<file path="src/rtl/reconfig_pkg.sv">
// Shared FSM encoding and width helpers for the reconfig_ctrl remote-update controller.
package reconfig_pkg;

   typedef enum logic [2:0] {
      ST_IDLE,
      ST_SETUP,
      ST_PULSE,
      ST_WATCH,
      ST_ERR,
      ST_FAIL
   } state_t;

   // Bits needed to hold every value in 0..max_value (never less than one).
   function automatic int cnt_width(input int max_value);
      int w = 1;
      while ((longint'(1) << w) <= longint'(max_value)) w++;
      return w;
   endfunction

   function automatic int max3(input int a, input int b, input int c);
      int m = a;
      if (b > m) m = b;
      if (c > m) m = c;
      return m;
   endfunction

endpackage

</file>
<file path="src/rtl/reconfig_sync2.sv">
// Two-flop synchroniser for the asynchronous cfg_ERROR status from the reconfiguration primitive.
module reconfig_sync2 (
   input  logic clk,
   input  logic rstn,
   input  logic d,
   output logic q
);

   logic meta;

   // NOTE: clocked state uses non-blocking assignments so meta->q shifts by one stage per edge.
   always_ff @(posedge clk or negedge rstn) begin
      if (!rstn) begin
         meta <= 1'b0;
         q    <= 1'b0;
      end else begin
         meta <= d;
         q    <= meta;
      end
   end

endmodule

</file>
<file path="src/rtl/reconfig_ctrl.sv">
// Remote-update controller sequencing ENA/CBSEL setup, the CONFIG pulse and the error watch window.
// Define RECFG_RETRY_EN to retry the same image up to RETRY_MAX times before failing.
module reconfig_ctrl
   import reconfig_pkg::*;
#(
   parameter int CBSEL_W         = 2,
   parameter int DEFAULT_IMAGE   = 1,
   parameter int CNT_W           = 24,
   parameter int TIMEOUT_CYCLES  = 1749000,
   parameter int SETUP_CYCLES    = 4,
   parameter int PULSE_CYCLES    = 16,
   parameter int ERR_WAIT_CYCLES = 1024,
   parameter int RETRY_MAX       = 2
) (
   input  logic               clk,
   input  logic               rstn,
   input  logic               auto_en,
   input  logic               req,
   input  logic [CBSEL_W-1:0] req_image,
   output logic               busy,
   output logic               fail,
   output logic [CBSEL_W-1:0] cfg_CBSEL,
   output logic               cfg_ENA,
   output logic               cfg_CONFIG,
   input  logic               cfg_ERROR,
   output logic               cfg_ERROR_port
);

   localparam int TMR_W = cnt_width(max3(SETUP_CYCLES, PULSE_CYCLES, ERR_WAIT_CYCLES));

   // SETUP also covers the accept cycle, so CONFIG rises 1 + SETUP_CYCLES after accept.
   localparam logic [TMR_W-1:0]   SETUP_LAST = TMR_W'(SETUP_CYCLES);
   localparam logic [TMR_W-1:0]   PULSE_LAST = TMR_W'(PULSE_CYCLES - 1);
   localparam logic [TMR_W-1:0]   WATCH_LAST = TMR_W'(ERR_WAIT_CYCLES - 1);
   localparam logic [CNT_W-1:0]   AUTO_LAST  = CNT_W'(TIMEOUT_CYCLES - 1);
   localparam logic [CBSEL_W-1:0] AUTO_IMAGE = CBSEL_W'(DEFAULT_IMAGE);

   state_t             state, state_d;
   logic [TMR_W-1:0]   tmr, tmr_d;
   logic [CNT_W-1:0]   auto_cnt, auto_d;
   logic               busy_d, fail_d, ena_d, config_d;
   logic [CBSEL_W-1:0] cbsel_d;
   logic               auto_hit, accept;

`ifdef RECFG_RETRY_EN
   localparam int RETRY_W = cnt_width(RETRY_MAX);
   localparam logic [RETRY_W-1:0] RETRY_LAST = RETRY_W'(RETRY_MAX);
   logic [RETRY_W-1:0] retry_cnt, retry_d;
`else
   // Without retries the limit has no effect.
   logic unused_retry;
   assign unused_retry = (RETRY_MAX != 0);
`endif

   reconfig_sync2 u_err_sync (
      .clk  (clk),
      .rstn (rstn),
      .d    (cfg_ERROR),
      .q    (cfg_ERROR_port)
   );

   // An external req in the same cycle as the terminal count wins the image select.
   assign auto_hit = (state == ST_IDLE) && auto_en && !fail && (auto_cnt == AUTO_LAST);
   assign accept   = ((state == ST_IDLE) && (req || auto_hit)) || ((state == ST_FAIL) && req);

   always_comb begin
      // NOTE: every target gets a default first so no path can infer a latch.
      state_d  = state;
      tmr_d    = tmr;
      auto_d   = '0;
      busy_d   = busy;
      fail_d   = fail;
      ena_d    = cfg_ENA;
      config_d = cfg_CONFIG;
      cbsel_d  = cfg_CBSEL;
`ifdef RECFG_RETRY_EN
      retry_d  = retry_cnt;
`endif
      if ((state == ST_IDLE) && auto_en && !fail && !req && !auto_hit)
         auto_d = auto_cnt + 1'b1;

      case (state)
         ST_IDLE, ST_FAIL: state_d = ST_IDLE;
         ST_SETUP: begin
            if (tmr == SETUP_LAST) begin
               state_d  = ST_PULSE;
               tmr_d    = '0;
               config_d = 1'b1;
            end else tmr_d = tmr + 1'b1;
         end
         ST_PULSE: begin
            if (tmr == PULSE_LAST) begin
               state_d  = ST_WATCH;
               tmr_d    = '0;
               config_d = 1'b0;
            end else tmr_d = tmr + 1'b1;
         end
         ST_WATCH: begin
            if (cfg_ERROR_port) begin
               state_d = ST_ERR;
               tmr_d   = '0;
               ena_d   = 1'b0;
            end else if (tmr == WATCH_LAST) begin
               state_d = ST_IDLE;
               tmr_d   = '0;
               busy_d  = 1'b0;
               ena_d   = 1'b0;
            end else tmr_d = tmr + 1'b1;
         end
         ST_ERR: begin
`ifdef RECFG_RETRY_EN
            if (retry_cnt < RETRY_LAST) begin
               state_d = ST_SETUP;
               retry_d = retry_cnt + 1'b1;
               tmr_d   = '0;
               ena_d   = 1'b1;
            end else begin
               state_d = ST_FAIL;
               fail_d  = 1'b1;
               busy_d  = 1'b0;
            end
`else
            state_d = ST_FAIL;
            fail_d  = 1'b1;
            busy_d  = 1'b0;
`endif
         end
         default: state_d = ST_IDLE;
      endcase

      if (accept) begin
         state_d = ST_SETUP;
         tmr_d   = '0;
         busy_d  = 1'b1;
         fail_d  = 1'b0;
         ena_d   = 1'b1;
         cbsel_d = req ? req_image : AUTO_IMAGE;
`ifdef RECFG_RETRY_EN
         retry_d = '0;
`endif
      end
   end

   always_ff @(posedge clk or negedge rstn) begin
      if (!rstn) begin
         state      <= ST_IDLE;
         tmr        <= '0;
         auto_cnt   <= '0;
         busy       <= 1'b0;
         fail       <= 1'b0;
         cfg_ENA    <= 1'b0;
         cfg_CONFIG <= 1'b0;
         cfg_CBSEL  <= '0;
`ifdef RECFG_RETRY_EN
         retry_cnt  <= '0;
`endif
      end else begin
         state      <= state_d;
         tmr        <= tmr_d;
         auto_cnt   <= auto_d;
         busy       <= busy_d;
         fail       <= fail_d;
         cfg_ENA    <= ena_d;
         cfg_CONFIG <= config_d;
         cfg_CBSEL  <= cbsel_d;
`ifdef RECFG_RETRY_EN
         retry_cnt  <= retry_d;
`endif
      end
   end

endmodule

</file>
<file path="config.mk">
export PLATFORM = sky130hd
export DESIGN_NAME = reconfig_ctrl
export DESIGN_NICKNAME = d
export VERILOG_FILES = /design/src/rtl/reconfig_pkg.sv /design/src/rtl/reconfig_sync2.sv /design/src/rtl/reconfig_ctrl.sv
export SDC_FILE = /design/constraint.sdc
export NUM_CORES = 1
export LEC_CHECK = 0
export ABC_CLOCK_PERIOD_IN_PS = 1700
export BUFFER_PORTS_ARGS = -buffer_cell sky130_fd_sc_hd__buf_4
export CORE_AREA = 3 3 72 74
export DETAILED_ROUTE_END_ITERATION = 16
export DIE_AREA = 0 0 75 77
export GPL_TIMING_DRIVEN = 0
export HOLD_SLACK_MARGIN = 0.1
export PLACE_DENSITY_LB_ADDON = 0.05
export SYNTH_ARGS = -nofsm -noshare
export SYNTH_HDL_FRONTEND = slang
export SYNTH_SLANG_ARGS = --single-unit
</file>
<file path="constraint.sdc">
create_clock -name clk -period 1.7 [get_ports clk]
set_input_delay 0.255 -clock clk [delete_from_list [all_inputs] [get_ports clk]]
set_output_delay 0.255 -clock clk [all_outputs]
set_load 0.02 [all_outputs]
</file>
==> Word level (Yosys, flattened, before mapping) <==
Cells that the tools add are included.
{ "op_classes": {"add_sub_neg": 2, "eq_ne": 16, "n_mux": 26, "reduce_logical": 23} }
{ "op_table": {"columns": ["cell", "count"], "rows": [
  ["two-way mux 11 bit", 5],
  ["one-hot mux 11 bit (3 select lines)", 1],
  ["adder 24 x 1 -> 24 bit, second input constant", 1],
  ["== test 24 x 21 -> 1 bit, second input constant", 1],
  ["two-way mux 24 bit", 1],
  ["two-way mux 3 bit", 5],
  ["inequality test 3 bit, second input constant", 4],
  ["one-hot mux 3 bit (4 select lines)", 1],
  ["adder 11 x 1 -> 11 bit, second input constant", 1],
  ["== test 11 x 10 -> 1 bit, second input constant", 1],
  ["== test 11 x 3 -> 1 bit, second input constant", 1],
  ["== test 11 x 4 -> 1 bit, second input constant", 1],
  ["two-way mux 1 bit", 10],
  ["AND reduction 3 bit", 3],
  ["logical AND 1 bit", 7],
  ["== test 3 x 2 -> 1 bit, second input constant", 2],
  ["== test 3 bit, second input constant", 2],
  ["nonzero test 2 bit", 3],
  ["nonzero test 3 bit", 2],
  ["inequality test 2 bit, second input constant", 2],
  ["inequality test 4 x 3 -> 1 bit, second input constant", 1],
  ["one-hot mux 1 bit (2 select lines)", 2],
  ["nonzero test 4 bit", 1],
  ["== test 3 x 1 -> 1 bit, second input constant", 1],
  ["5 further kinds", 8]
]} }
{ "word_totals": {"ff_bits": 46, "input_bits": 7, "out_inout_bits": 7, "wordCells": 77} }

==> Longest topological paths before layout <==
Gate-level depths: netlist of the first run.
{ "depth": {"ltp_word": 9, "ltp_mapped": 8, "ltp_nobuf": 7} }

==> Hierarchy <==
Synthesis of the first run repeated with hierarchy kept, for this count alone.
{ "unflattened": {"cells_unflattened": 250, "hier_area_um2": 2403.6} }
{ "by_module_without_submodules": {"columns": ["module", "instances", "cells_per_inst", "area_per_inst_um2", "seq_area_each_um2"], "rows": [
  ["reconfig_ctrl", 1, 248, 2353.5, 1101.1],
  ["reconfig_sync2", 1, 2, 50.0, 50.0]
]} }

==> Worst setup path after synthesis of the first run <==
Ideal clock, no wire load.
{ "synth_timing": {"path_type": "register to register", "from": "reg auto_cnt[5]", "to": "reg cfg_CBSEL[1]", "setup_ps": 121, "t_arrival_ps": 1780, "required_time_ps": 1579, "setup_slack_ps": -201, "stages_incl_launch_ff": 6, "n_path_buf": 0, "synth_period_minus_slack_ps": 1901, "path_cell_list": "dfrtp_1 -> or4_4 -> nor4_4 -> a21oi_2 -> o22a_1 -> a22o_1"} }
{ "synth_between": {"elab_chain_len": 5} }
{ "synth_lines": {"columns": ["item", "line_no", "rtl"], "rows": [
  ["from (decl)", "reconfig_ctrl.sv:40", "logic [CNT_W-1:0] auto_cnt, auto_d;"],
  ["from (signal assigned)", "reconfig_ctrl.sv:160", "auto_cnt <= auto_d;"],
  ["== test 24 x 21 -> 1 bit", "reconfig_ctrl.sv:63", "assign auto_hit = (state == ST_IDLE) && auto_en && !fail && (auto_cnt == AUTO_LAST);"],
  ["logical AND 1 bit", "reconfig_ctrl.sv:63", null],
  ["logical OR 1 bit", "reconfig_ctrl.sv:64", "assign accept = ((state == ST_IDLE) && (req || auto_hit)) || ((state == ST_FAIL) && req);"],
  ["logical AND 1 bit", "reconfig_ctrl.sv:64", null],
  ["logical OR 1 bit", "reconfig_ctrl.sv:64", null],
  ["to (signal assigned)", "reconfig_ctrl.sv:165", "cfg_CBSEL <= cbsel_d;"],
  ["to (decl)", "reconfig_ctrl.sv:22", "output logic [CBSEL_W-1:0] cfg_CBSEL,"]
]} }
Every way passes these cells.
A chain may end at the register's enable or synchronous reset.

==> Worst setup path in the final report of the first run <==
{ "layout_timing": {"from": "reg tmr[10]", "to": "reg state[0]"} }
{ "layout_between": {"elab_chain_len": 3, "elab_cells_between_ends": 7, "classes_between": "6 x eq/ne; 1 x reduce/logical"} }
{ "layout_lines": {"columns": ["item", "line_no", "rtl"], "rows": [
  ["from (decl)", "reconfig_ctrl.sv:39", "logic [TMR_W-1:0] tmr, tmr_d;"],
  ["from (signal assigned)", "reconfig_ctrl.sv:159", "tmr <= tmr_d;"],
  ["== test 11 x 10 -> 1 bit, or another cell as far along", "reconfig_ctrl.sv:103", "end else if (tmr == WATCH_LAST) begin"],
  ["inequality test 4 x 3 -> 1 bit (no line) / inequality test 3 bit (equally long branches)", null, null],
  ["AND reduction 3 bit (no line) (*)", null, null],
  ["to (signal assigned)", "reconfig_ctrl.sv:158", "state <= state_d;"],
  ["to (decl)", "reconfig_ctrl.sv:38", "state_t state, state_d;"]
]} }
Mark *: on every way between the ends. The rest lies on a longest branch, timed or not.

==> results.sh, run 1 <==
export IMPL_power_per_cell_area_nw_per_um2=1200
export IMPL_syn_nets=287
export IMPL_rsz0062_at_grt="true"
export IMPL_dp_slack_ps=-423
export IMPL_met2_wirelength_um=3300
export IMPL_cp_required_ps=1880
export IMPL_port_buffers=13
export IMPL_synth_top_area_share_pct=45.4
export IMPL_grt_use_total_pct=22.5
export IMPL_grt_pass1_vias=2242
export IMPL_max_freq_mhz=517
export IMPL_grt_max_degree=47
export IMPL_worstPathArrival_ps=2120
export IMPL_hold_path_class="in2reg"
export IMPL_setup_violations=43
export IMPL_ant_nets=0
export IMPL_drv_cap=0
export IMPL_synth_top_cell_by_area="dfrtp_1"
export IMPL_failed_checks="negative setup slack"
export IMPL_die_h_um=77
export IMPL_max_clock_path_buffers=2
export IMPL_hold_viol=0
export IMPL_drtIter0Drc=79
export IMPL_crit_chain="or4_4 -> o21ai_4 -> o221ai_4 -> buf_6 -> mux2i_2 -> o22a_1"
export IMPL_hold_path_depth=2
export IMPL_synth_edff_count=0
export IMPL_timing_final_ws_setup_ps=-235
export IMPL_dieWidth_um=75
export IMPL_cp_num_cells=6
export IMPL_ys_top_cells_by_area="dfrtp_1 45%, xnor2_1 6.2%, nor2_1 5.6%"
export IMPL_final_max_slew_viol_count=0
export IMPL_max_slew_margin_rel_pct=61.6
export IMPL_ios=14
export IMPL_grt_pass1_wl_um=10300
export IMPL_diodes=0
export IMPL_grt_remaining_overflow=0
export IMPL_yosysSeqAreaShare_pct=45.4
export IMPL_synth_async_reset_ratio_pct=100
export IMPL_yosys_top_cells_count="46 x dfrtp_1, 38 x nor2_1, 19 x nand2_1, 19 x nand3_1, 18 x xnor2_1"
export IMPL_total_power_uw=3900
export IMPL_start_util_pct=54.4
export IMPL_worstSetupEndpointType="flip-flop"
export IMPL_syn2layout_area_growth_pct=28.0
export IMPL_yosysMostFrequentCell="dfrtp_1"
export IMPL_status="finished with violations"
export IMPL_clk_pin_slew_ps=80
export IMPL_placed_area_um2=2750
export IMPL_dpl_hpwl_um=3790
export IMPL_post_route_cell_area_um2=3250
export IMPL_crit_path_start_kind="flip-flop"
export IMPL_cp_buffers_inverters=1
export IMPL_drive_gt1_share_pct=29.6
export IMPL_first_pass_iters=4
export IMPL_ys_types=45
export IMPL_core_area_um2=4660
export IMPL_finalClockSkew_ps=7.83
export IMPL_synth_cell_area_um2=2530
export IMPL_synth_ff_type="dfrtp_1"
export IMPL_highest_layer="met4"
export IMPL_cts_sinks=46
export IMPL_yosys_warnings=0
export IMPL_fin_crit_ps=1930
export IMPL_syn_instance_count=277
export IMPL_gp_congestion=0.832
export IMPL_met3RoutedLength_um=172
export IMPL_fin_nets=331
export IMPL_crit_family="simple AND/OR/NAND/NOR gates"
export IMPL_vias=2214
export IMPL_avgSynthCellArea_um2=9.15
export IMPL_crit_type="reg2reg"
export IMPL_via_per_inst=5.90
export IMPL_root_buffer="clkbuf_8"
export IMPL_post_route_util_pct=69.6
export IMPL_fin_crit_sh_pct=114
export IMPL_clock_latency_ps=300
export IMPL_wl_met1_um=2500
export IMPL_post_route_drc_count=0
export IMPL_leakage_uw=0.00130
export IMPL_fin_tns_setup_ps=-6710
export IMPL_die_area_um2=5780
export IMPL_yosys_register_bits=46
export IMPL_antenna_found_initial=0
export IMPL_crit_slowest_cell="or4_4"
export IMPL_path_max_fanout=5
export IMPL_cts_tree="built"
export IMPL_avgRoutedWirePerCell_um=16.2
export IMPL_std_cell_rows=25
export IMPL_r2r_cells=6
export IMPL_worstMarginPinSlew_ps=575
export IMPL_cts_buffers_inserted=5
export IMPL_max_stage_delay_ps=590
export IMPL_drt_total_wl_um=6070
export IMPL_cts_htree_levels=2
export IMPL_peakVddDrop_mv=1.06
metal layers:
metal  GRT usage [%]  up-vias
met5               0        -
met4            8.36        0
met2            37.2       45
met3            4.33       11
li1                -     1065
met1            28.5     1093
kinds of logic after synthesis:
kind of cell | after synthesis | share of synthesized area [%]
mux | 1 | 0.395
flops | 46 | 45.4
simple gates | 133 | 29.2
fa+ha+maj | 3 | 1.48
compound gates | 45 | 11.4
xor+xnor | 22 | 7.60
buf+inv | 27 | 4.54
power breakdown:
group / leakage, uW / total (uW) / switching [uW] / internal [uW]
clock: 0.0000438 / 641 / 365 / 277
sequential: 0.000608 / 1370 / 136 / 1230
combinational: 0.000644 / 1890 / 1060 / 833
total: 0.00130 / 3900 / 1560 / 2340
registers in the layout (all words and copies together), names as in the netlist:
signal / flops
fail: 1
cfg_CBSEL: 2
state: 3
cfg_CONFIG: 1
tmr: 11
cfg_ENA: 1
u_err_sync.meta: 1
u_err_sync.q: 1
auto_cnt: 24
busy: 1
cell type report:
type | instances | area, um2
buffer | 10 | 91.3
clock buffer | 5 | 68.8
clock inverter | 2 | 10.0
fill | 354 | 1420
inverter | 17 | 63.8
multi-input combinational | 204 | 1480
sequential | 46 | 1150
tap | 54 | 67.6
timing repair buffer | 37 | 312
stage by stage:
stage / hold WS, ps / cells
2_1_floorplan: -40.6 / 277
3_3_place_gp: 296 / 344
3_5_place_dp: 295 / 344
4_1_cts: 183 / 365
5_1_grt: 192 / 375
6_report: 188 / 375
worst paths after layout:
check                                start            to  slack (ps)
min reg2reg                u_err_sync.meta  u_err_sync.q         360
max                                tmr[10]      state[0]        -230
max in group asynchronous             rstn        tmr[0]         780
min in group asynchronous             rstn   auto_cnt[9]         490
min                           req_image[1]  cfg_CBSEL[1]         190
max reg2reg                        tmr[10]      state[0]        -230
what timing repair did:
| item | CTS | global route |
|---|---|---|
| hold endpoints to repair | 47 | 0 |
| gates resized for setup | 24 | 34 |
| hold buffers | 2 | 0 |
| setup endpoints to repair | 43 | 43 |
| cloned | 1 | 2 |
| buffers inserted | 11 | 8 |
| pin swaps | 8 | 13 |
cells in the final DEF (no fill, tap or decap), types with 3 or more instances in the layout:
| cell | n |
|---|---|
| nor2b_1 | 5 |
| buf_4 | 32 |
| nor2_1 | 36 |
| nor3_1 | 3 |
| o211ai_1 | 3 |
| clkbuf_8 | 5 |
| nor4b_1 | 3 |
| and3_1 | 3 |
| a31oi_1 | 12 |
| dfrtp_2 | 3 |
| nand2_1 | 16 |
| xor2_1 | 4 |
| a21oi_2 | 3 |
| nand4b_1 | 4 |
| a21oi_1 | 3 |
| nand2b_1 | 4 |
| nor3_2 | 6 |
| nand3_1 | 19 |
| buf_6 | 6 |
| xnor2_1 | 18 |
| nand4_1 | 6 |
| dfrtp_1 | 43 |
| inv_1 | 17 |
| o21ai_1 | 6 |
| nor4_4 | 3 |
Note: power is estimated with default switching activity, not from simulation.
==> run 2, diff against run 1 <==
--- a/config.mk
+++ b/config.mk
@@ -5,11 +5,11 @@
 export SDC_FILE = /design/constraint.sdc
 export NUM_CORES = 1
 export LEC_CHECK = 0
-export ABC_CLOCK_PERIOD_IN_PS = 1700
+export ABC_CLOCK_PERIOD_IN_PS = 2000
 export BUFFER_PORTS_ARGS = -buffer_cell sky130_fd_sc_hd__buf_4
-export CORE_AREA = 3 3 72 74
+export CORE_AREA = 3 3 69 71
 export DETAILED_ROUTE_END_ITERATION = 16
-export DIE_AREA = 0 0 75 77
+export DIE_AREA = 0 0 72 74
 export GPL_TIMING_DRIVEN = 0
 export HOLD_SLACK_MARGIN = 0.1
 export PLACE_DENSITY_LB_ADDON = 0.05
==> constraint.sdc (replaced) <==
create_clock -name clk -period 2 [get_ports clk]
set_input_delay 0.3 -clock clk [delete_from_list [all_inputs] [get_ports clk]]
set_output_delay 0.3 -clock clk [all_outputs]
set_load 0.02 [all_outputs]
==> results.sh, run 2 (synthesis results as in run 1) <==
export IMPL_worstMarginPinSlew_ps=565
export IMPL_die_h_um=74
export IMPL_total_power_uw=3010
export IMPL_use_met2_pct=36.6
export IMPL_timing_final_ws_setup_ps=62.7
export IMPL_cts_htree_levels=2
export IMPL_setup_violations=0
export IMPL_drive_gt1_share_pct=21.7
export IMPL_cp_required_ps=2180
export IMPL_crit_type="reg2reg"
export IMPL_largest_register="auto_cnt"
export IMPL_port_buffers=13
export IMPL_grt_use_met3_pct=3.65
export IMPL_holdWs_ps=111
export IMPL_dieWidth_um=72
export IMPL_vias=2091
export IMPL_n_fill_cell=358
export IMPL_first_pass_iters=4
export IMPL_crit_slowest_cell="or4_4"
export IMPL_final_max_slew_viol_count=0
export IMPL_worstSetupEndpointType="flip-flop"
export IMPL_largest_reg_flops=24
export IMPL_max_slew_margin_rel_pct=62.3
export IMPL_fin_nets=313
export IMPL_start_util_pct=59.0
export IMPL_hold_path_class="in2reg"
export IMPL_fin_tns_setup_ps=0
export IMPL_p_switching_uw=1180
export IMPL_sw_frac_of_total_pct=39.3
export IMPL_largestRegisters="auto_cnt (24), tmr (11), state (3)"
export IMPL_max_clock_path_buffers=2
export IMPL_pwr_share_seq_pct=38.3
export IMPL_max_freq_mhz=516
export IMPL_r2r_cells=6
export IMPL_core_area_um2=4290
export IMPL_final_cell_mix="42 x dfrtp_1, 37 x nor2_1, 21 x buf_4, 19 x nand3_1"
export IMPL_finalClockSkew_ps=10.1
export IMPL_die_area_um2=5330
export IMPL_power_per_cell_area_nw_per_um2=1030
export IMPL_leakage_uw=0.00117
export IMPL_root_buffer="clkbuf_8"
export IMPL_dp_slack_ps=-347
export IMPL_rsz0062_at_grt="false"
export IMPL_crit_chain="or4_4 -> nor4_4 -> buf_4 -> a21oi_2 -> o22a_2 -> a22o_1"
export IMPL_cts_sinks=46
export IMPL_cp_buffers_inverters=1
export IMPL_dp_cells=342
export IMPL_crit_path_start_kind="flip-flop"
export IMPL_clk_pin_slew_ps=90
export IMPL_std_cell_rows=24
export IMPL_ant_nets=0
export IMPL_antenna_found_initial=0
export IMPL_post_route_drc_count=0
export IMPL_drv_cap=0
export IMPL_hold_start="cfg_ERROR"
export IMPL_final_common_cell="dfrtp_1"
export IMPL_comb_power_share_pct=42.1
export IMPL_r2r_slack_ps=60
export IMPL_via_per_inst=5.87
export IMPL_hold_end="u_err_sync.meta"
export IMPL_grt_remaining_overflow=0
export IMPL_drtIter0Drc=82
export IMPL_gp_congestion=0.886
export IMPL_cp_num_cells=6
export IMPL_hold_path_depth=1
export IMPL_met1_usage_pct=28.4
export IMPL_power_frac_clock_pct=19.6
export IMPL_grt_use_total_pct=21.5
export IMPL_grt_busiest_layer="met2"
export IMPL_fin_crit_sh_pct=96.9
export IMPL_final_cells=356
export IMPL_ios=14
export IMPL_reg2reg_from="auto_cnt[5]"
export IMPL_syn2layout_area_growth_pct=15.7
export IMPL_fin_crit_ps=1940
export IMPL_hold_viol=0
export IMPL_clock_latency_ps=300
export IMPL_path_max_fanout=5
export IMPL_drt_total_wl_um=5370
export IMPL_cts_tree="built"
export IMPL_grt_pass1_wl_um=9140
export IMPL_internal_power_uw=1830
export IMPL_diodes=0
export IMPL_avgRoutedWirePerCell_um=15.1
export IMPL_grt_pass1_vias=1989
export IMPL_worstPathArrival_ps=2120
export IMPL_max_stage_delay_ps=560
export IMPL_cts_buffers_inserted=5
export IMPL_rr_endpoint="cfg_CBSEL[1]"
export IMPL_peakVddDrop_mv=0.728
export IMPL_crit_family="simple AND/OR/NAND/NOR gates"
export IMPL_grt_max_degree=47
export IMPL_dpl_hpwl_um=3710
export IMPL_status="finished, final reports clean"
-- run 2: routing by layer --
metal,vias up,wire [um]
li1,1035,-
met1,1021,2390
met2,27,2770
met3,8,120
met4,0,79
met5,-,0
-- run 2: how the worst max path moves through the flow --
stage                start      endpoint  slack [ps]
3_5_place_dp        tmr[0]       tmr[10]        -350
2_1_floorplan  auto_cnt[5]  cfg_CBSEL[1]         100
4_1_cts        auto_cnt[0]  auto_cnt[22]          -5
6_report       auto_cnt[5]  cfg_CBSEL[1]          60
5_1_grt           state[0]  cfg_CBSEL[1]           3
3_3_place_gp        tmr[0]        tmr[4]        -350
-- run 2: through the flow --
stage / instance area [um2] / utilization (%)
floorplan: 2530 / -
finish: 2930 / 68.3
global placement: 2700 / 62.8
global route: 2930 / 68.3
detailed placement: 2700 / 62.8
CTS: 2850 / 66.4
-- run 2: power groups by stage --
stage          Clock (uW)  Combinational (uW)  Sequential, uW
2_1_floorplan           0                 760            1200
3_3_place_gp            0                1100            1170
3_5_place_dp            0                1130            1170
4_1_cts               600                1200            1150
5_1_grt               632                1410            1180
6_report              589                1270            1150
-- run 2: layout make-up --
type                    instances  area [um2]  share of cell area, %
clock inverters                 1        5.00                  0.171
multi-input cells             204        1350                   45.9
plain buffers                   9        52.6                   1.79
flip-flops and latches         46        1160                   39.4
repair buffers                 20         156                   5.33
clock buffers                   7        86.3                   2.94
well taps                      52        65.1                   2.22
inverters                      17        63.8                   2.18
-- run 2: repair_timing --
item,4_1_cts,5_1_grt
cloned,1,0
gates resized for setup,8,22
endpoints found under the hold margin,46,0
endpoints found under the setup margin,39,38
buffers inserted,1,4
pin swaps,2,2
hold buffers,1,0
-- run 2: worst register-to-register path, cell delays in order (launching register included) --
cell and delay (ps):
dfrtp_1 420, or4_4 560, nor4_4 130, buf_4 180, a21oi_2 80, o22a_2 260
a22o_1 190
